[config.mk]
export PLATFORM = sky130hd
export DESIGN_NAME = clct_two_pass_sequencer_flat
export DESIGN_NICKNAME = d
export VERILOG_FILES = /design/src/rtl/clct_two_pass_sequencer_if.sv /design/src/rtl/clct_two_pass_sequencer.sv /design/src/flat_wrapper.sv
export SDC_FILE = /design/constraint.sdc
export NUM_CORES = 1
export LEC_CHECK = 0
export ABC_AREA = 1
export BUFFER_PORTS_ARGS = -buffer_cell sky130_fd_sc_hd__buf_2
export CORE_MARGIN = 2
export CORE_UTILIZATION = 50
export DETAILED_ROUTE_END_ITERATION = 12
export GPL_ROUTABILITY_DRIVEN = 0
export GPL_TIMING_DRIVEN = 0
export HOLD_SLACK_MARGIN = 0.03
export PLACE_DENSITY = 0.74
export SLEW_MARGIN = 25
export SYNTH_ARGS = -nofsm -noshare
export SYNTH_HDL_FRONTEND = slang
export SYNTH_SLANG_ARGS = --single-unit
[constraint.sdc]
create_clock -name clock -period 4.3 [get_ports clock]
set_clock_uncertainty 0.05 [all_clocks]
set_input_delay 0.645 -clock clock [delete_from_list [all_inputs] [get_ports clock]]
set_output_delay 0.645 -clock clock [all_outputs]
set_load 0.05 [all_outputs]
[src/rtl/clct_two_pass_sequencer_if.sv]
`default_nettype none
// ---------------------------------------------------------------------------
// Module  : clct_two_pass_sequencer_if
// Brief   : Start/ready handshake, sorter link and result bus of the sequencer.
// Revision: 1.0
// ---------------------------------------------------------------------------
interface clct_two_pass_sequencer_if #(
   parameter int MXKEY  = 32,
   parameter int MXKEYB = 5,
   parameter int MXPATB = 7,
   parameter int MXPATC = 12
);
   logic              start;
   logic [MXKEY-1:0]  ext_bsy;
   logic              ready;
   logic [MXKEY-1:0]  sort_bsy;
   logic [MXPATB-1:0] best_pat;
   logic [MXKEYB-1:0] best_key;
   logic [MXPATC-1:0] best_carry;
   logic              best_bsy;
   logic              done;
   logic              first_vld;
   logic [MXPATB-1:0] first_pat;
   logic [MXKEYB-1:0] first_key;
   logic [MXPATC-1:0] first_carry;
   logic              second_vld;
   logic [MXPATB-1:0] second_pat;
   logic [MXKEYB-1:0] second_key;
   logic [MXPATC-1:0] second_carry;

   modport slave (
      input  start, ext_bsy, best_pat, best_key, best_carry, best_bsy,
      output ready, sort_bsy, done,
             first_vld, first_pat, first_key, first_carry,
             second_vld, second_pat, second_key, second_carry
   );

   modport master (
      output start, ext_bsy, best_pat, best_key, best_carry, best_bsy,
      input  ready, sort_bsy, done,
             first_vld, first_pat, first_key, first_carry,
             second_vld, second_pat, second_key, second_carry
   );
endinterface
`default_nettype wire

[src/rtl/clct_two_pass_sequencer.sv]
`default_nettype none
// ---------------------------------------------------------------------------
// Module  : clct_two_pass_sequencer
// Brief   : Drives the best-1-of-32 sorter twice to extract best and second-best keys.
// Revision: 1.0
// ---------------------------------------------------------------------------
module clct_two_pass_sequencer #(
   parameter int MXKEY    = 32,
   parameter int MXKEYB   = 5,
   parameter int MXPATB   = 7,
   parameter int MXPATC   = 12,
   parameter int SPREAD   = 2,
   parameter int SORT_LAT = 1,
   parameter int DEADTIME = 4
) (
   input  logic clock,
   input  logic reset_n,
   clct_two_pass_sequencer_if.slave bus
);
   localparam int KW     = MXKEYB + 2;
   localparam int CNTMAX = (SORT_LAT > DEADTIME) ? SORT_LAT : DEADTIME;
   localparam int CNTW   = (CNTMAX > 0) ? $clog2(CNTMAX + 1) : 1;

   localparam logic [2:0] c_IDLE  = 3'd0;
   localparam logic [2:0] c_PASS1 = 3'd1;
   localparam logic [2:0] c_PASS2 = 3'd2;
   localparam logic [2:0] c_DONE  = 3'd3;
   localparam logic [2:0] c_DEAD  = 3'd4;
   localparam logic [2:0] c_AFTER_DONE = (DEADTIME > 0) ? c_DEAD : c_IDLE;

   localparam logic signed [KW-1:0] c_SPREAD   = KW'(SPREAD);
   localparam logic [CNTW-1:0]      c_PASS_END = CNTW'(SORT_LAT);
   localparam logic [CNTW-1:0]      c_DEAD_END = CNTW'(DEADTIME - 1);

   logic [2:0]        r_state;
   logic [CNTW-1:0]   r_cnt;
   logic [MXKEY-1:0]  r_bmask;
   logic [MXKEY-1:0]  r_sort_bsy;
   logic [MXPATB-1:0] r_h_pat;
   logic [MXKEYB-1:0] r_h_key;
   logic [MXPATC-1:0] r_h_carry;
   logic              r_done;
   logic              r_first_vld;
   logic [MXPATB-1:0] r_first_pat;
   logic [MXKEYB-1:0] r_first_key;
   logic [MXPATC-1:0] r_first_carry;
   logic              r_second_vld;
   logic [MXPATB-1:0] r_second_pat;
   logic [MXKEYB-1:0] r_second_key;
   logic [MXPATC-1:0] r_second_carry;

   logic                 w_hit;
   logic                 w_pass_last;
   logic signed [KW-1:0] w_lo;
   logic signed [KW-1:0] w_hi;
   logic [MXKEY-1:0]     w_win;

   assign w_hit       = !bus.best_bsy && (bus.best_pat[MXPATB-1:1] != '0);
   assign w_pass_last = (r_cnt == c_PASS_END);

   // Window bounds may fall outside 0..MXKEY-1; the signed compare clips them.
   assign w_lo = $signed({2'b00, bus.best_key}) - c_SPREAD;
   assign w_hi = $signed({2'b00, bus.best_key}) + c_SPREAD;

   for (genvar j = 0; j < MXKEY; j++) begin : g_win
      localparam logic signed [KW-1:0] c_J = KW'(j);
      assign w_win[j] = (c_J >= w_lo) && (c_J <= w_hi);
   end

   always_ff @(posedge clock) begin
      if (!reset_n) begin
         r_state        <= c_IDLE;
         r_cnt          <= '0;
         r_bmask        <= '0;
         r_sort_bsy     <= '0;
         r_h_pat        <= '0;
         r_h_key        <= '0;
         r_h_carry      <= '0;
         r_done         <= 1'b0;
         r_first_vld    <= 1'b0;
         r_first_pat    <= '0;
         r_first_key    <= '0;
         r_first_carry  <= '0;
         r_second_vld   <= 1'b0;
         r_second_pat   <= '0;
         r_second_key   <= '0;
         r_second_carry <= '0;
      end else begin
         r_done <= 1'b0;
         case (r_state)
            c_IDLE: begin
               if (bus.start) begin
                  r_bmask    <= bus.ext_bsy;
                  r_sort_bsy <= bus.ext_bsy;
                  r_cnt      <= '0;
                  r_state    <= c_PASS1;
               end
            end
            c_PASS1: begin
               if (w_pass_last) begin
                  r_cnt     <= '0;
                  r_h_pat   <= bus.best_pat;
                  r_h_key   <= bus.best_key;
                  r_h_carry <= bus.best_carry;
                  if (w_hit) begin
                     r_sort_bsy <= r_bmask | w_win;
                     r_state    <= c_PASS2;
                  end else begin
                     // No first hit: publish an all-invalid result right away.
                     r_sort_bsy     <= '0;
                     r_state        <= c_DONE;
                     r_done         <= 1'b1;
                     r_first_vld    <= 1'b0;
                     r_first_pat    <= '0;
                     r_first_key    <= '0;
                     r_first_carry  <= '0;
                     r_second_vld   <= 1'b0;
                     r_second_pat   <= '0;
                     r_second_key   <= '0;
                     r_second_carry <= '0;
                  end
               end else begin
                  r_cnt <= r_cnt + CNTW'(1);
               end
            end
            c_PASS2: begin
               if (w_pass_last) begin
                  r_cnt          <= '0;
                  r_sort_bsy     <= '0;
                  r_state        <= c_DONE;
                  r_done         <= 1'b1;
                  r_first_vld    <= 1'b1;
                  r_first_pat    <= r_h_pat;
                  r_first_key    <= r_h_key;
                  r_first_carry  <= r_h_carry;
                  r_second_vld   <= w_hit;
                  r_second_pat   <= w_hit ? bus.best_pat   : '0;
                  r_second_key   <= w_hit ? bus.best_key   : '0;
                  r_second_carry <= w_hit ? bus.best_carry : '0;
               end else begin
                  r_cnt <= r_cnt + CNTW'(1);
               end
            end
            c_DONE: begin
               r_cnt   <= '0;
               r_state <= c_AFTER_DONE;
            end
            c_DEAD: begin
               if (r_cnt == c_DEAD_END) begin
                  r_cnt   <= '0;
                  r_state <= c_IDLE;
               end else begin
                  r_cnt <= r_cnt + CNTW'(1);
               end
            end
            default: begin
               r_sort_bsy <= '0;
               r_cnt      <= '0;
               r_state    <= c_IDLE;
            end
         endcase
      end
   end

   assign bus.ready        = (r_state == c_IDLE);
   assign bus.sort_bsy     = r_sort_bsy;
   assign bus.done         = r_done;
   assign bus.first_vld    = r_first_vld;
   assign bus.first_pat    = r_first_pat;
   assign bus.first_key    = r_first_key;
   assign bus.first_carry  = r_first_carry;
   assign bus.second_vld   = r_second_vld;
   assign bus.second_pat   = r_second_pat;
   assign bus.second_key   = r_second_key;
   assign bus.second_carry = r_second_carry;
endmodule
`default_nettype wire

[src/flat_wrapper.sv]
// flat-port wrapper written by rule: the top's interface ports become plain ports
module clct_two_pass_sequencer_flat 
#(
   parameter int MXKEY    = 32,
   parameter int MXKEYB   = 5,
   parameter int MXPATB   = 7,
   parameter int MXPATC   = 12,
   parameter int SPREAD   = 2,
   parameter int SORT_LAT = 1,
   parameter int DEADTIME = 4
)
  (clock, reset_n, bus_start, bus_ext_bsy, bus_best_pat, bus_best_key, bus_best_carry, bus_best_bsy, bus_ready, bus_sort_bsy, bus_done, bus_first_vld, bus_first_pat, bus_first_key, bus_first_carry, bus_second_vld, bus_second_pat, bus_second_key, bus_second_carry);
  clct_two_pass_sequencer_if #(.MXKEY(MXKEY), .MXKEYB(MXKEYB), .MXPATB(MXPATB), .MXPATC(MXPATC)) bus_i ();
  input  logic clock;
  input  logic reset_n;
  input wire logic [$bits(bus_i.start)-1:0] bus_start;
  input wire logic [$bits(bus_i.ext_bsy)-1:0] bus_ext_bsy;
  input wire logic [$bits(bus_i.best_pat)-1:0] bus_best_pat;
  input wire logic [$bits(bus_i.best_key)-1:0] bus_best_key;
  input wire logic [$bits(bus_i.best_carry)-1:0] bus_best_carry;
  input wire logic [$bits(bus_i.best_bsy)-1:0] bus_best_bsy;
  output wire logic [$bits(bus_i.ready)-1:0] bus_ready;
  output wire logic [$bits(bus_i.sort_bsy)-1:0] bus_sort_bsy;
  output wire logic [$bits(bus_i.done)-1:0] bus_done;
  output wire logic [$bits(bus_i.first_vld)-1:0] bus_first_vld;
  output wire logic [$bits(bus_i.first_pat)-1:0] bus_first_pat;
  output wire logic [$bits(bus_i.first_key)-1:0] bus_first_key;
  output wire logic [$bits(bus_i.first_carry)-1:0] bus_first_carry;
  output wire logic [$bits(bus_i.second_vld)-1:0] bus_second_vld;
  output wire logic [$bits(bus_i.second_pat)-1:0] bus_second_pat;
  output wire logic [$bits(bus_i.second_key)-1:0] bus_second_key;
  output wire logic [$bits(bus_i.second_carry)-1:0] bus_second_carry;
  assign bus_i.start = bus_start;
  assign bus_i.ext_bsy = bus_ext_bsy;
  assign bus_i.best_pat = bus_best_pat;
  assign bus_i.best_key = bus_best_key;
  assign bus_i.best_carry = bus_best_carry;
  assign bus_i.best_bsy = bus_best_bsy;
  assign bus_ready = bus_i.ready;
  assign bus_sort_bsy = bus_i.sort_bsy;
  assign bus_done = bus_i.done;
  assign bus_first_vld = bus_i.first_vld;
  assign bus_first_pat = bus_i.first_pat;
  assign bus_first_key = bus_i.first_key;
  assign bus_first_carry = bus_i.first_carry;
  assign bus_second_vld = bus_i.second_vld;
  assign bus_second_pat = bus_i.second_pat;
  assign bus_second_key = bus_i.second_key;
  assign bus_second_carry = bus_i.second_carry;
  clct_two_pass_sequencer #(.MXKEY(MXKEY), .MXKEYB(MXKEYB), .MXPATB(MXPATB), .MXPATC(MXPATC), .SPREAD(SPREAD), .SORT_LAT(SORT_LAT), .DEADTIME(DEADTIME)) u_core (.clock(clock), .reset_n(reset_n), .bus(bus_i));
endmodule
; ---- After elaboration in Yosys (flattened, before gate mapping)
; Index checks and enable logic that the tools add are counted.
[classes]
addsub = 3
magnitude_cmp = 64
eq_ne = 11
muxes = 46
n_bitwise = 2
n_reduce_logical = 44
[op_table]
columns = cell, count
row1 = 32-bit 2-to-1 mux, 4
row2 = 32-bit case mux with 4 select lines, 1
row3 = "6-bit by 7-bit >= comparator with 1-bit output, first input constant", 16
row4 = "6-bit by 7-bit <= comparator with 1-bit output, first input constant", 16
row5 = 12-bit 2-to-1 mux, 5
row6 = "5-bit by 7-bit >= comparator with 1-bit output, first input constant", 8
row7 = "5-bit by 7-bit <= comparator with 1-bit output, first input constant", 8
row8 = 12-bit case mux with 2 select lines, 2
row9 = 7-bit 2-to-1 mux, 5
row10 = 1-bit logical AND, 33
row11 = 32-bit bitwise OR, 1
row12 = "4-bit by 7-bit >= comparator with 1-bit output, first input constant", 4
row13 = "4-bit by 7-bit <= comparator with 1-bit output, first input constant", 4
row14 = 7-bit case mux with 2 select lines, 2
row15 = 5-bit 2-to-1 mux, 5
row16 = 3-bit 2-to-1 mux, 7
row17 = 5-bit case mux with 2 select lines, 2
row18 = 3-bit case mux with 5 select lines, 1
row19 = "3-bit by 7-bit >= comparator with 1-bit output, first input constant", 2
row20 = "3-bit by 7-bit <= comparator with 1-bit output, first input constant", 2
row21 = 4-bit AND reduction, 3
row22 = "3-bit by 2-bit == test with 1-bit output, second input constant", 3
row23 = 3-bit case mux with 3 select lines, 1
row24 = 1-bit 2-to-1 mux, 8
row25 = 19 further kinds, 27
[word_totals]
reg_bits = 145

; ---- Longest topological paths before layout
[logic_depth]
depth_word = 7
mapped_depth = 16
ltp_nobuf = 16

; ---- Worst setup path before layout
; Ideal clock, no wire load.
[synth_timing]
path_type = input -> register
start = input port bus_best_key[1]
end = register u_core.r_sort_bsy[28] (netlist: u_core.bus.sort_bsy[28])
setup_ns = 0.132
arrival_ns = 1.945
required_time_ns = 4.118
slack_ns = 2.173
stages = 14
path_buffers = 0
cell_sequence = inv_2 ha_1 inv_1 nand2_1 nand2_2 nor2_1 nand3_1 or2_0 nand2_1 nand2_1 nand2_1 nand2_1 nand2_1 a21oi_1
[synth_via]
elab_chain_cells = 7
elab_cells_between_ends = 9
classes_between = add/sub: 2 / order compare: 2 / mux: 3 / bitwise: 1 / reduce/logical: 1
[synth_lines]
columns = item, line
row1 = from (decl), flat_wrapper.sv:19  ; input wire logic [$bits(bus_i.best_key)-1:0] bus_best_key;
row2 = 5-bit by 2-bit subtractor with 6-bit output or 5-bit by 2-bit adder with 6-bit output (tied branches), "clct_two_pass_sequencer.sv:62, clct_two_pass_sequencer.sv:63"
row3 = 6-bit by 7-bit >= comparator with 1-bit output or 6-bit by 7-bit <= comparator with 1-bit output (tied branches), clct_two_pass_sequencer.sv:67  ; assign w_win[j] = (c_J >= w_lo) && (c_J <= w_hi);
row4 = 1-bit logical AND (*), clct_two_pass_sequencer.sv:67
row5 = 32-bit bitwise OR (*), clct_two_pass_sequencer.sv:106  ; r_sort_bsy <= r_bmask | w_win;
row6 = 32-bit 2-to-1 mux (*), clct_two_pass_sequencer.sv:105  ; if (w_hit) begin
row7 = 32-bit 2-to-1 mux (*), clct_two_pass_sequencer.sv:100  ; if (w_pass_last) begin
row8 = 32-bit case mux with 4 select lines (*), clct_two_pass_sequencer.sv:90  ; case (r_state)
row9 = to (signal assigned), clct_two_pass_sequencer.sv:94  ; r_sort_bsy <= bus.ext_bsy;
row10 = to (signal assigned), clct_two_pass_sequencer.sv:106
row11 = to (decl), clct_two_pass_sequencer.sv:38  ; logic [MXKEY-1:0] r_sort_bsy;
; Mark *: on every way between the ends. The rest lies on a longest branch, timed or not. The select of a mux whose other input is x is not followed.
; A chain may end at the register's enable or synchronous reset.

; ---- Worst setup path in the final report
[layout_timing]
start = register u_core.r_state[2]
end = output port bus_ready
[layout_via]
elab_chain_cells = 1
[layout_lines]
columns = item, line
row1 = from (decl), clct_two_pass_sequencer.sv:35  ; logic [2:0] r_state;
row2 = from (signal assigned), clct_two_pass_sequencer.sv:72  ; r_state <= c_IDLE;
row3 = from (signal assigned), clct_two_pass_sequencer.sv:96  ; r_state <= c_PASS1;
row4 = from (signal assigned), clct_two_pass_sequencer.sv:107  ; r_state <= c_PASS2;
row5 = 3-bit logical NOT, clct_two_pass_sequencer.sv:165  ; assign bus.ready = (r_state == c_IDLE);
row6 = to (decl), flat_wrapper.sv:22  ; output wire logic [$bits(bus_i.ready)-1:0] bus_ready;
; No other way between the ends.

==> summary by stage <==
Layout
Cells with a size suffix above 1 make up 18.20% of the layout. The area added between synthesis and finish is 21.82%. At the end of the flow, the number of nets in the layout was 1,280. The repair_antennas step left the layout with diodes totalling 0. With fillers left out, the area of the finished cells amounts to 0.008391 mm2.

Worst hold path
The worst hold path terminates at u_core.r_bmask[25]$_SDFFE_PN0P_. The type of the most critical hold path is register to register. The hold path startpoint is u_core.r_bmask[25]$_SDFFE_PN0P_. The worst hold path passes through 2 cells.

Power and ir drop
The power density over the cells is 595.8 mW/mm2. The worst-case IR drop observed on VDD is 0.3784 mV. The reported leakage power is 0.004024 uW.

Timing
The max-slew headroom at the worst pin is 47.86%. The post-layout worst setup margin is 1.540 ns. The actual transition at the worst max-transition pin is 0.7821 ns. Adding up every negative setup slack in the final design gives 0 ns. The number of failing hold endpoints at the final stage is 0. The final count of pins violating max slew is 0. Setup violations remaining at the end of the flow were counted as 0. Setup repair after global routing left no endpoint under its margin. The final period demand of the worst path is 2.760 ns.

The highest clock rate is 362.3 MHz. The worst path uses 64.19% of the clock period. The worst slack on hold paths is 0.4033 ns.

Clock tree
For the worst-skew pair, the clock arrives at the later sink with an insertion delay of 0.43 ns. The post-CTS repair timing setup buffer count is 0. TritonCTS created 17 clock buffers.

The root buffer cell is clkbuf_16. In this run the deepest clock path goes through 2 buffers. The clock transition at the registers of the reported paths is 0.06 ns. The clock tree from TritonCTS is yes. The number of hold buffers added after CTS was 0. The H-tree depth is 4.

The clock drives 145 sinks. The post-cts repair resize count is 0.

Synth
In this run the mean area of a mapped cell was 6.579 um2. The number of enable flip-flop cells after synthesis is 0. The number of warning messages in the yosys log is 0. The flop and latch count out of synthesis is 145.

The synthesized netlist devotes 16.19% of its cell area to compound gates. The parity-gate share of the synthesized area counting xor and xnor cells is 0.4723%. After synthesis, the largest family of logic cells by area is simple AND/OR/NAND/NOR gates. Synthesis produced a netlist with a net count of 1,119. The number of instances in the synthesized netlist is 1,047. After synthesis, flip-flops and latches occupy 42.14% of the total area. The library cell with the largest summed area after synthesis is dfxtp_1. The synthesized netlist occupies a cell area of 0.006888 mm2.

Summing the areas of all fa, ha and maj instances in the mapped netlist gives 2.180% of the synthesized area. The synthesized netlist devotes 30.84% of its cell area to simple gates. The share of the synthesized area in the top cell type is 42.14%.

The most used flip-flop cell after synthesis is dfxtp_1. Sorting the synthesized cells by area gives the leading types as dfxtp_1, nand2_1, a21oi_1. The number of different library cells used by synthesis comes to 30. In the synthesized netlist the async set-or-reset flop fraction comes to 0%. Of the post-synthesis cell area, the part taken by muxes is 0%.

Global routing
The number of global-route vias before repair is 7,138. The number of antenna violations at the first check in global routing is 0. The global-route wire length before repair is 34.78 mm. The maximum number of pins on one net before global-route repair is 17. Global routing finished with a remaining overflow of 0. The overall global routing resource usage is 30.37%.

Drt
The routed wire length on met3 is 1.833 mm. Dividing the detail-routed wire length by the instance count gives 15.55 um. The per-cell via count in the routed design is 5.330. The met1 routed wirelength after detailed routing is 8.797 mm. The count of unresolved DRC violations after routing is 0. The violation count after the first detailed-routing iteration is 599. After detailed routing, the met2 layer carries 10.09 mm of wire. The topmost layer with routed signal wires is met4. The total via count after detailed routing is 7,441. The detailed-routing iteration count for the pre-antenna-repair pass is 6.

Once detail routing completed, the nets flagged for antenna violations numbered 0. The detailed-route wire length is 21.71 mm.

Critical path
The worst register-to-register path begins at u_core.r_state[2]$_SDFFE_PN0P_. For the worst setup path, the data required time is 3.61 ns. The category of the critical setup timing path is register to output port.

The kind of launch point of the worst setup path is a register. The end of the worst register-to-register path is u_core.bus.sort_bsy[7]$_SDFFE_PN0P_. The data arrival at the endpoint of the critical path is 2.07 ns. Counting cells, the worst reg-to-reg path comes to 11. The type of destination of the critical path is an output port. In this run the worst path has a maximum fanout of 10. The register-to-register setup slack is 2.28 ns.

Floorplan
The number of top-level pins is 144. The starting density of the core is 51.60%. Measured along the x axis, the die boundary spans 121.4 um. The region available for standard cell placement spans 0.01335 mm2.

The total die area is 0.01473 mm2. The vertical die dimension is 121.4 um. In this run the core area contains 42 standard-cell rows.

Place
The placed instances occupy a cell area of 0.007819 mm2. The wire-length estimate of the detail-placed layout is 16.05 mm. The number of port buffers is 142.

The pre-CTS setup slack is 1.545 ns.

Run status
The run finished with clean final reports.

Run
The reported max-cap violation count is 0.
## sequential cells by signal (all words and copies together), names as in the netlist, 3 cells and up
| name | cells |
|---|---|
| u_core.bus.second_carry | 12 |
| u_core.bus.first_carry | 12 |
| u_core.bus.first_key | 5 |
| u_core.bus.second_pat | 7 |
| u_core.r_state | 3 |
| u_core.r_bmask | 32 |
| u_core.r_h_key | 5 |
| u_core.r_h_carry | 12 |
| u_core.r_h_pat | 7 |
| u_core.bus.first_pat | 7 |
| u_core.r_cnt | 3 |
| u_core.bus.sort_bsy | 32 |
| u_core.bus.second_key | 5 |
## through the flow
stage | util (%) | std cells | total power [uW]
after floorplan | - | 1047 | 3050
after global placement | 58.58 | 1365 | 3524
after detailed placement | 58.58 | 1365 | 3547
after CTS | 62.86 | 1396 | 4996
after global routing | 62.86 | 1396 | 5283
final | 62.86 | 1396 | 4999
## cell type report
type	count	area [um2]
fill	1317	4957
multi-input combinational	762	3422
sequential	145	2903
timing repair buffer	142	710.7
clock buffer	23	467.9
inverter	86	322.8
buffer	54	240.2
tap	176	220.2
clock inverter	8	103.9
## how the worst max path moves through the flow
stage | from | endpoint | cells past startpoint | slack (ns)
2_1_floorplan | bus_best_key[1] | u_core.bus.sort_bsy[28]$_SDFFE_PN0P_ | 14 | 2.17
3_3_place_gp | bus_best_key[2] | u_core.bus.sort_bsy[28]$_SDFFE_PN0P_ | 15 | 1.54
3_5_place_dp | bus_best_key[1] | u_core.bus.sort_bsy[28]$_SDFFE_PN0P_ | 15 | 1.54
4_1_cts | u_core.r_state[2]$_SDFFE_PN0P_ | bus_ready | 5 | 1.58
5_1_grt | u_core.r_state[2]$_SDFFE_PN0P_ | bus_ready | 5 | 1.42
6_report | u_core.r_state[2]$_SDFFE_PN0P_ | bus_ready | 5 | 1.54
## logic make-up after synthesis
kind of cell,after synthesis
AND/OR/NAND/NOR,529
flip-flops,145
adder cells (fa/ha/maj),12
XOR/XNOR,2
AO/OA/AOI/OAI,219
buffers and inverters,140
## cell usage in the layout (no fill, tap or decap), types with 4 or more instances in the layout
| cell type | instances |
|---|---|
| nand2_1 | 382 |
| buf_2 | 160 |
| dfxtp_1 | 145 |
| a21oi_1 | 132 |
| o21ai_0 | 72 |
| inv_1 | 69 |
| nor2_1 | 68 |
| nand3_1 | 56 |
| clkbuf_1 | 36 |
| clkbuf_16 | 17 |
| inv_2 | 15 |
| ha_1 | 12 |
| o21ai_1 | 7 |
| nor2_2 | 6 |
| nand2_2 | 5 |
| buf_4 | 4 |
| nand4_1 | 4 |
## report_power, final
| group | internal [uW] | switching (uW) | total, uW |
|---|---|---|---|
| clock | 883 | 577 | 1460 |
| sequential | 1600 | 111 | 1710 |
| combinational | 464 | 1370 | 1830 |
| total | 2940 | 2060 | 5000 |
## cells in the mapped netlist (all sizes together) (2+ instances only)
cell type,count
a21oi,132
buf,22
clkbuf,32
clkinv,2
dfxtp,145
ha,12
inv,84
nand2,387
nand3,58
nand4,4
nor2,75
nor3,2
o211ai,2
o21ai,79
o22ai,2
or2,2
## critical path, cell delays in order (launching register included)
cell and delay [ns]:
dfxtp_1 0.33, nor2_1 0.13, inv_2 0.06, nor2_2 0.27, clkbuf_1 0.47, buf_2 0.37
## routing by layer
| layer | vias to the layer above | track usage, % |
|---|---|---|
| met5 | - | 0 |
| met3 | 72 | 7.848 |
| met4 | 0 | 16.24 |
| met1 | 3377 | 35.94 |
| met2 | 338 | 50.35 |
| li1 | 3654 | - |
Note: power is estimated with default switching activity, not from simulation.
